## src/rtl/dof_ex_stage_pkg.sv

```systemverilog
`default_nettype none
// ============================================================================
// Module   : dof_ex_stage_pkg
// Purpose  : Control-word layout, instruction field slices and shared constants
//            for the DOF/EX boundary.
// Revision : 1.0 - initial release
// ============================================================================
package dof_ex_stage_pkg;

   // Control word: {RW, MD[1:0], BS[1:0], PS, MW, FS[4:0], MB, MA, CS}
   localparam int RW_BIT = 14;
   localparam int MD_HI  = 13;
   localparam int MD_LO  = 12;
   localparam int BS_HI  = 11;
   localparam int BS_LO  = 10;
   localparam int PS_BIT = 9;
   localparam int MW_BIT = 8;
   localparam int FS_HI  = 7;
   localparam int FS_LO  = 3;
   localparam int MB_BIT = 2;
   localparam int MA_BIT = 1;
   localparam int CS_BIT = 0;

   localparam logic [1:0]  MD_LOAD  = 2'b01;
   localparam logic [14:0] CTRL_NOP = 15'b0;

   // Instruction fields
   localparam int IR_DR_HI  = 24;
   localparam int IR_DR_LO  = 20;
   localparam int IR_SA_HI  = 19;
   localparam int IR_SA_LO  = 15;
   localparam int IR_SB_HI  = 14;
   localparam int IR_SB_LO  = 10;
   localparam int IR_IMM_HI = 14;
   localparam int IR_IMM_LO = 0;
   localparam int IMM_W     = IR_IMM_HI - IR_IMM_LO + 1;

endpackage : dof_ex_stage_pkg
`default_nettype wire

```

## src/rtl/dof_ex_stage_operand_bypass_mux.sv

```systemverilog
`default_nettype none
// ============================================================================
// Module   : operand_bypass_mux
// Purpose  : Selects one source operand from R0, EX forward, WB forward or the
//            register-file read data.
// Revision : 1.0 - initial release
// ============================================================================
module operand_bypass_mux #(
   parameter int DATA_W = 32,
   parameter int RA_W   = 5
) (
   input  logic [RA_W-1:0]   addr,
   input  logic [DATA_W-1:0] rf_data,
   input  logic              ex_fwd_en,
   input  logic [RA_W-1:0]   ex_dr,
   input  logic [DATA_W-1:0] ex_res,
   input  logic              wb_we,
   input  logic [RA_W-1:0]   wb_dr,
   input  logic [DATA_W-1:0] wb_data,
   output logic [DATA_W-1:0] data_out
);

   // EX result is younger than WB, so it takes priority
   always_comb begin
      data_out = rf_data;
      if (addr == '0) begin
         data_out = '0;
      end else if (ex_fwd_en && (ex_dr == addr)) begin
         data_out = ex_res;
      end else if (wb_we && (wb_dr == addr)) begin
         data_out = wb_data;
      end
   end

endmodule : operand_bypass_mux
`default_nettype wire

```

## src/rtl/dof_ex_stage.sv

```systemverilog
`default_nettype none
// ============================================================================
// Module   : dof_ex_stage
// Purpose  : DOF/EX pipeline register with operand muxing, bypass, load-use
//            stall and branch flush.
// Revision : 1.0 - initial release
// ============================================================================
module dof_ex_stage
   import dof_ex_stage_pkg::*;
#(
   parameter int DATA_W = 32,
   parameter int RA_W   = 5,
   parameter int CTRL_W = 15
) (
   input  logic              clk,
   input  logic              reset_n,
   input  logic [31:0]       ir_in,
   input  logic [31:0]       pc_in,
   input  logic [CTRL_W-1:0] ctrl_in,
   input  logic [DATA_W-1:0] rf_a_in,
   input  logic [DATA_W-1:0] rf_b_in,
   input  logic [DATA_W-1:0] ex_res_in,
   input  logic              wb_we,
   input  logic [RA_W-1:0]   wb_dr,
   input  logic [DATA_W-1:0] wb_data,
   input  logic              flush,
   output logic              stall_out,
   output logic              ex_valid,
   output logic [CTRL_W-1:0] ex_ctrl,
   output logic [RA_W-1:0]   ex_dr,
   output logic [DATA_W-1:0] ex_a,
   output logic [DATA_W-1:0] ex_b,
   output logic [31:0]       ex_pc
);

   logic              r_ex_valid;
   logic [CTRL_W-1:0] r_ex_ctrl;
   logic [RA_W-1:0]   r_ex_dr;
   logic [DATA_W-1:0] r_ex_a;
   logic [DATA_W-1:0] r_ex_b;
   logic [31:0]       r_ex_pc;

   logic [RA_W-1:0]   w_dr;
   logic [RA_W-1:0]   w_sa;
   logic [RA_W-1:0]   w_sb;
   logic [IMM_W-1:0]  w_imm;
   logic [DATA_W-1:0] w_imm_ext;
   logic [DATA_W-1:0] w_byp_a;
   logic [DATA_W-1:0] w_byp_b;
   logic [DATA_W-1:0] w_op_a;
   logic [DATA_W-1:0] w_op_b;
   logic              w_ex_fwd_en;
   logic              w_ex_load;
   logic              w_uses_ex_dr;
   logic              w_hazard;
   logic              w_bubble;
   logic              w_unused;

   assign w_dr  = ir_in[IR_DR_HI:IR_DR_LO];
   assign w_sa  = ir_in[IR_SA_HI:IR_SA_LO];
   assign w_sb  = ir_in[IR_SB_HI:IR_SB_LO];
   assign w_imm = ir_in[IR_IMM_HI:IR_IMM_LO];
   assign w_unused = ^ir_in[31:IR_DR_HI+1];

   assign w_imm_ext = {{(DATA_W-IMM_W){ctrl_in[CS_BIT] & w_imm[IMM_W-1]}}, w_imm};

   // A load's EX result is an address, not data, so it must never be forwarded
   assign w_ex_fwd_en = r_ex_valid & r_ex_ctrl[RW_BIT] &
                        (r_ex_ctrl[MD_HI:MD_LO] != MD_LOAD);
   assign w_ex_load   = r_ex_valid & r_ex_ctrl[RW_BIT] &
                        (r_ex_ctrl[MD_HI:MD_LO] == MD_LOAD) & (r_ex_dr != '0);

   assign w_uses_ex_dr = (~ctrl_in[MA_BIT] & (w_sa == r_ex_dr)) |
                         (~ctrl_in[MB_BIT] & (w_sb == r_ex_dr));
   assign w_hazard  = w_ex_load & (ctrl_in != CTRL_NOP) & w_uses_ex_dr;
   assign stall_out = w_hazard & ~flush;
   assign w_bubble  = flush | stall_out;

   operand_bypass_mux #(
      .DATA_W (DATA_W),
      .RA_W   (RA_W)
   ) u_byp_a (
      .addr      (w_sa),
      .rf_data   (rf_a_in),
      .ex_fwd_en (w_ex_fwd_en),
      .ex_dr     (r_ex_dr),
      .ex_res    (ex_res_in),
      .wb_we     (wb_we),
      .wb_dr     (wb_dr),
      .wb_data   (wb_data),
      .data_out  (w_byp_a)
   );

   operand_bypass_mux #(
      .DATA_W (DATA_W),
      .RA_W   (RA_W)
   ) u_byp_b (
      .addr      (w_sb),
      .rf_data   (rf_b_in),
      .ex_fwd_en (w_ex_fwd_en),
      .ex_dr     (r_ex_dr),
      .ex_res    (ex_res_in),
      .wb_we     (wb_we),
      .wb_dr     (wb_dr),
      .wb_data   (wb_data),
      .data_out  (w_byp_b)
   );

   assign w_op_a = ctrl_in[MA_BIT] ? pc_in     : w_byp_a;
   assign w_op_b = ctrl_in[MB_BIT] ? w_imm_ext : w_byp_b;

   always_ff @(posedge clk or negedge reset_n) begin
      if (!reset_n) begin
         r_ex_valid <= 1'b0;
         r_ex_ctrl  <= '0;
         r_ex_dr    <= '0;
         r_ex_a     <= '0;
         r_ex_b     <= '0;
         r_ex_pc    <= '0;
      end else if (w_bubble) begin
         r_ex_valid <= 1'b0;
         r_ex_ctrl  <= '0;
         r_ex_dr    <= '0;
         r_ex_a     <= '0;
         r_ex_b     <= '0;
         r_ex_pc    <= '0;
      end else begin
         r_ex_valid <= (ctrl_in != CTRL_NOP);
         r_ex_ctrl  <= ctrl_in;
         r_ex_dr    <= w_dr;
         r_ex_a     <= w_op_a;
         r_ex_b     <= w_op_b;
         r_ex_pc    <= pc_in;
      end
   end

   assign ex_valid = r_ex_valid;
   assign ex_ctrl  = r_ex_ctrl;
   assign ex_dr    = r_ex_dr;
   assign ex_a     = r_ex_a;
   assign ex_b     = r_ex_b;
   assign ex_pc    = r_ex_pc;

endmodule : dof_ex_stage
`default_nettype wire
```

## config.mk

```make
export PLATFORM = sky130hd
export DESIGN_NAME = dof_ex_stage
export DESIGN_NICKNAME = d
export VERILOG_FILES = /design/src/rtl/dof_ex_stage_pkg.sv /design/src/rtl/dof_ex_stage_operand_bypass_mux.sv /design/src/rtl/dof_ex_stage.sv
export SDC_FILE = /design/constraint.sdc
export NUM_CORES = 1
export LEC_CHECK = 0
export CAP_MARGIN = 25
export CELL_PAD_IN_SITES_DETAIL_PLACEMENT = 1
export CELL_PAD_IN_SITES_GLOBAL_PLACEMENT = 2
export CORE_MARGIN = 10
export CORE_UTILIZATION = 26
export CTS_CLUSTER_DIAMETER = 30
export DETAILED_ROUTE_END_ITERATION = 8
export GPL_TIMING_DRIVEN = 0
export MAX_ROUTING_LAYER = met4
export PLACE_DENSITY_LB_ADDON = 0.1
export SLEW_MARGIN = 20
export SYNTH_ARGS = -nofsm -noshare
export SYNTH_HDL_FRONTEND = slang
export SYNTH_SLANG_ARGS = --single-unit
```

## constraint.sdc

```tcl
create_clock -name clk -period 3.28 [get_ports clk]
set_input_delay 0.656 -clock clk [delete_from_list [all_inputs] [get_ports clk]]
set_output_delay 0.656 -clock clk [all_outputs]
set_load 0.005 [all_outputs]
```

-- After elaboration in Yosys (flattened, before gate mapping)
Cells that the tools add are included.
- register bits: 117
- input port bits: 216
- word-level logic and storage cells: 51
- equality and inequality tests: 8
- multiplexer cells: 14
- bitwise logic cells: 15
- reduce and logical (&&, ||, !) cells: 8
- operator list (operator ; number):
    32-bit 2-to-1 mux ; 11
    5-bit equality test ; 6
    15-bit 2-to-1 mux ; 1
    15-bit nonzero test ; 1
    1-bit bitwise AND ; 10
    5-bit zero test ; 2
    5-bit 2-to-1 mux ; 1
    5-bit nonzero test ; 1
    1-bit logical AND ; 4
    1-bit inverter ; 3
    2-bit by 1-bit equality test with 1-bit output, second input constant ; 1
    2-bit by 1-bit inequality test with 1-bit output, second input constant ; 1
    1-bit bitwise OR ; 2
    1-bit 2-to-1 mux ; 1

-- Logic depth before layout (Yosys ltp)
- depth in word-level cells: 8
- mapped depth: 8

-- Cells and area by module
A second synthesis with hierarchy kept.
- cell total of the unflattened synthesis: 748
- area total of the unflattened synthesis: 6940.4 um^2
- by module, submodules not included (module ; instances ; cells each ; area each (um^2) ; seq. area each (um^2)):
    dof_ex_stage ; 1 ; 356 ; 4433.0 ; 2927.8
    operand_bypass_mux ; 2 ; 196 ; 1253.7 ; 0.0

-- Worst setup path before layout
OpenSTA, ideal clock, no wires.
- path type: input -> output
- from: input ctrl_in[1]
- to: output stall_out
- arrival time: 1913 ps
- data required time: 2624 ps
- setup slack: 711 ps
- stages on the path: 7
- cell sequence: buf_2 nor4_1 and4_1 nor4b_4 o21a_1 buf_6 nor2b_1
- word-level cells in the longest chain between the ends: 5
- elaborated cells on any way between the ends: 7
- those cells by class: 6 x bitwise; 1 x reduce/logical
- ends and longest elaborated chain (what ; RTL line ; RTL):
    start: declaration ; dof_ex_stage.sv:19 ; input logic [CTRL_W-1:0] ctrl_in,
    parallel branches: the longest is 3 deep, another holds 15-bit nonzero test ; n/a ;
    1-bit bitwise AND * ; dof_ex_stage.sv:75 ; assign w_hazard = w_ex_load & (ctrl_in != CTRL_NOP) & w_uses_ex_dr;
    1-bit bitwise AND * ; dof_ex_stage.sv:76 ; assign stall_out = w_hazard & ~flush;
    end: declaration ; dof_ex_stage.sv:27 ; output logic stall_out,
Every way passes the cells marked *.

-- Final worst setup path
- from: input ctrl_in[0]
- to: output stall_out
- word-level cells in the longest chain between the ends: 4
- ends and longest elaborated chain (what ; RTL line):
    15-bit nonzero test ; dof_ex_stage.sv:75
    1-bit bitwise AND (2 in a row) ; dof_ex_stage.sv:75
    1-bit bitwise AND ; dof_ex_stage.sv:76
No other way between the ends.

==> impl_metrics.toml <==
[run_status]
status = "completed"

[floorplan]
start_util_pct = 26.3
fp.dieH_um = 182
io_pins = 334
core_area_um2 = 26000
die_w_um = 182
rows = 59
dieArea_um2 = 33200

[final_layout]
final_core_util_pct = 43.0
nFillCells = 2916
nets = 1226
drive_gt1_share_pct = 14.8
synthToLayoutAreaGrowth_pct = 63.5
instances_no_fill = 1368

[timing]
holdWs_ps = 247
final-max-slew-violation-count = 0
finalHoldViolations = 0
tightest_slew_ps = 873
fin_crit_ps = 3070
fin_crit_sh_pct = 93.7
skew_ps = 15.7
setup_violations = 0
rsz0062_at_grt = "false"
max_freq_ghz = 0.325
slew_headroom_pct = 41.8
setup_slack_ps = 207

[synthesis]
synth_flop_cell = "dfrtp_1"
synth_nets = 881
synthXorXnorAreaFrac_pct = 2.78
synth_cell_types = 40
synth-seq-cells = 117
ys_warn_count = 0
synth_top_area_share_pct = 42.8
synth_largest_area_cell = "dfrtp_1"
synthTopCellsByArea = "dfrtp_1 43%, a211oi_2 9.0%, a311o_1 7.3%, o21ai_0 4.7%, nor3_1 3.9%"
yosys.area_share.simple_pct = 22.1
muxShareOfSynthArea_pct = 0
synth_top_family_by_area = "compound AO/OA/AOI/OAI gates"
postSynth.asyncResetShare_pct = 100
synth.most_common_cell = "dfrtp_1"
syn_avg_cell_area_um2 = 10.3
synth_seq_area_share_pct = 42.8
synth-compound-area-share_pct = 25.7
synth_area_um2 = 6830
synth_edf_count = 0
ys_top_cells_by_count = "117 x dfrtp_1, 64 x o21ai_0, 53 x clkbuf_1, 53 x nor3_1, 50 x a311o_1"
netlist_instances = 665
synthAdderAreaFrac_pct = 0

[clock_network]
numCtsBuffers = 17
cts_tree = "yes"
ctsRootBufferMaster = "clkbuf_16"
clock_path_buffers = 2
clock_sinks = 117
clock_latency_ps = 430
holdBufCountCts = 0
htreeDepth = 4
clkSlewWorstSetupHoldPaths_ps = 70

[critical_path]
cpMaxStageDelayCell = "clkdlybuf4s50_1"
cp_slowest_stage_delay_ps = 530
required_ps = 2620
cp-end-kind = "primary output"
worst_ep_arrival_time_ps = 2420
criticalPathCategory = "input pin to primary output"
cp_cell_sequence = "clkdlybuf4s50_1, nor4_1, and4_2, nor4b_4, o21a_2, buf_6, nor2b_1, clkbuf_2"
cp-start-kind = "input pin"
critical_path.max_fanout = 10

[routing]
antenna_left = 0
viasPerCell = 5.00
firstDrtPassIters = 5
wl_um = 34600
drtIter0Drc = 478
vias = 6837
wl_per_cell_um = 25.3
drc_errors = 0

[placement]
portBuffers = 322
place_ws_ps = -767
dp.cells = 1323
place.detailed.hpwl_um = 28300
globalplace.congestion = 0.853

[global_route]
grt_pass1_wl_um = 50900
grt_busiest_layer = "met2"
met3_usage_pct = 7.50
grt_pass1_vias = 7569
grt_use_met1_pct = 25.3
gr-total-overflow = 0
grtUsageTotal_pct = 20.7
use_met2_pct = 32.2
grt_max_degree = 70
antenna_found_initial = 10

[power_and_ir_drop]
power.density_nw_per_um2 = 402
leakagePower_nw = 4.01
peakVddDrop_mv = 0.275

[min_path]
worstHoldPathType = "input pin to asynchronous set/reset pin"

[job]
drv_cap = 0
==> sequential cells by signal, indices dropped and copies added (netlist names) <==
signal,cells
ex_valid,1
ex_pc,32
ex_dr,5
ex_ctrl,15
ex_a,32
ex_b,32
==> per-stage QoR <==
step	total power, mW	cell area [um2]	setup TNS [ps]
final	4.49	11200	0
after global routing	4.69	11200	0
after CTS	4.54	11100	0
after detailed placement	2.56	10500	-767
after global placement	2.55	10500	-388620
after floorplan	1.93	6830	0
==> cell families (layout without fill, tap and decap cells) <==
logic type / Yosys count / in the layout
AOI/OAI and AO/OA: 198 / 198
xor gates and xnor gates: 20 / 20
buffers and inverters: 85 / 443
DFF: 117 / 117
other: 0 / 10
and+or+nand+nor: 245 / 245
==> final timing paths <==
path	from	cells after the start	slack, ps	end
worst min-delay path	reset_n	1	250	ex_b[3]
worst min register to register	ex_ctrl[13]	5	1180	ex_ctrl[14]
worst max register to register	ex_dr[2]	7	760	ex_b[15]
worst max-delay path	ctrl_in[0]	8	210	stall_out
max in group asynchronous	reset_n	2	2310	ex_a[29]
min in group clk	ir_in[14]	3	560	ex_b[14]
==> area by class of cell <==
class | count | area (um2) | area share (%)
Timing Repair Buffer | 326 | 3270 | 29.3
Multi-Input combinational cell | 463 | 3490 | 31.2
Sequential cell | 117 | 2930 | 26.2
Clock buffer | 18 | 429 | 3.84
Tap cell | 335 | 419 | 3.75
Buffer | 85 | 448 | 4.01
Clock inverter | 14 | 164 | 1.47
Antenna cell | 10 | 25.0 | 0.224
==> metal layers <==
| metal | wire length [um] | part of all wire (%) |
|---|---|---|
| met1 | 15200 | 44 |
| met2 | 16200 | 47 |
| met3 | 2780 | 8.0 |
| met4 | 442 | 1.3 |
| met5 | 0 | 0 |
==> where the power goes <==
group | leakage, nW | total [mW] | internal, mW | switching, mW
Sequential | 1.52 | 1.55 | 1.53 | 0.0281
Combinational | 2.21 | 0.977 | 0.528 | 0.449
Clock | 0.281 | 1.96 | 1.14 | 0.822
==> critical path, delay by kind of cell <==
family | cells | cell delay, ps
AOI/OAI and AO/OA | 1 | 210
and+or+nand+nor | 4 | 700
buffers and inverters | 3 | 850
==> cell usage in the layout, fill, tap and decap left out, types with 3 or more instances in the layout <==
cell / Yosys / layout
diode_2: 0 / 10
nor3b_1: 32 / 32
nor4_1: 3 / 3
nand4_1: 21 / 21
inv_6: 0 / 6
a211oi_2: 49 / 49
nand3_1: 48 / 47
xnor2_2: 2 / 4
o21ai_0: 64 / 64
dfrtp_1: 117 / 117
or4_1: 3 / 3
buf_4: 8 / 11
clkinvlp_4: 0 / 3
a32o_1: 14 / 14
nor3b_2: 19 / 19
clkdlybuf4s50_1: 0 / 316
buf_6: 11 / 12
nor3_1: 53 / 53
or3_1: 14 / 14
clkbuf_16: 0 / 17
a311o_1: 50 / 50
buf_2: 13 / 13
o211ai_1: 14 / 14
nand2_1: 36 / 36
clkbuf_1: 53 / 54
xnor2_1: 18 / 16
==> what timing repair did <==
item / 4_1_cts / 5_1_grt
endpoints found under the hold margin: 0 / 0
gates resized for setup: 7 / 7
buffers inserted: 3 / 0
endpoints found under the setup margin: 1 / 1
pin swaps: 1 / 0
No activity file was read; power rests on OpenSTA's default activity.
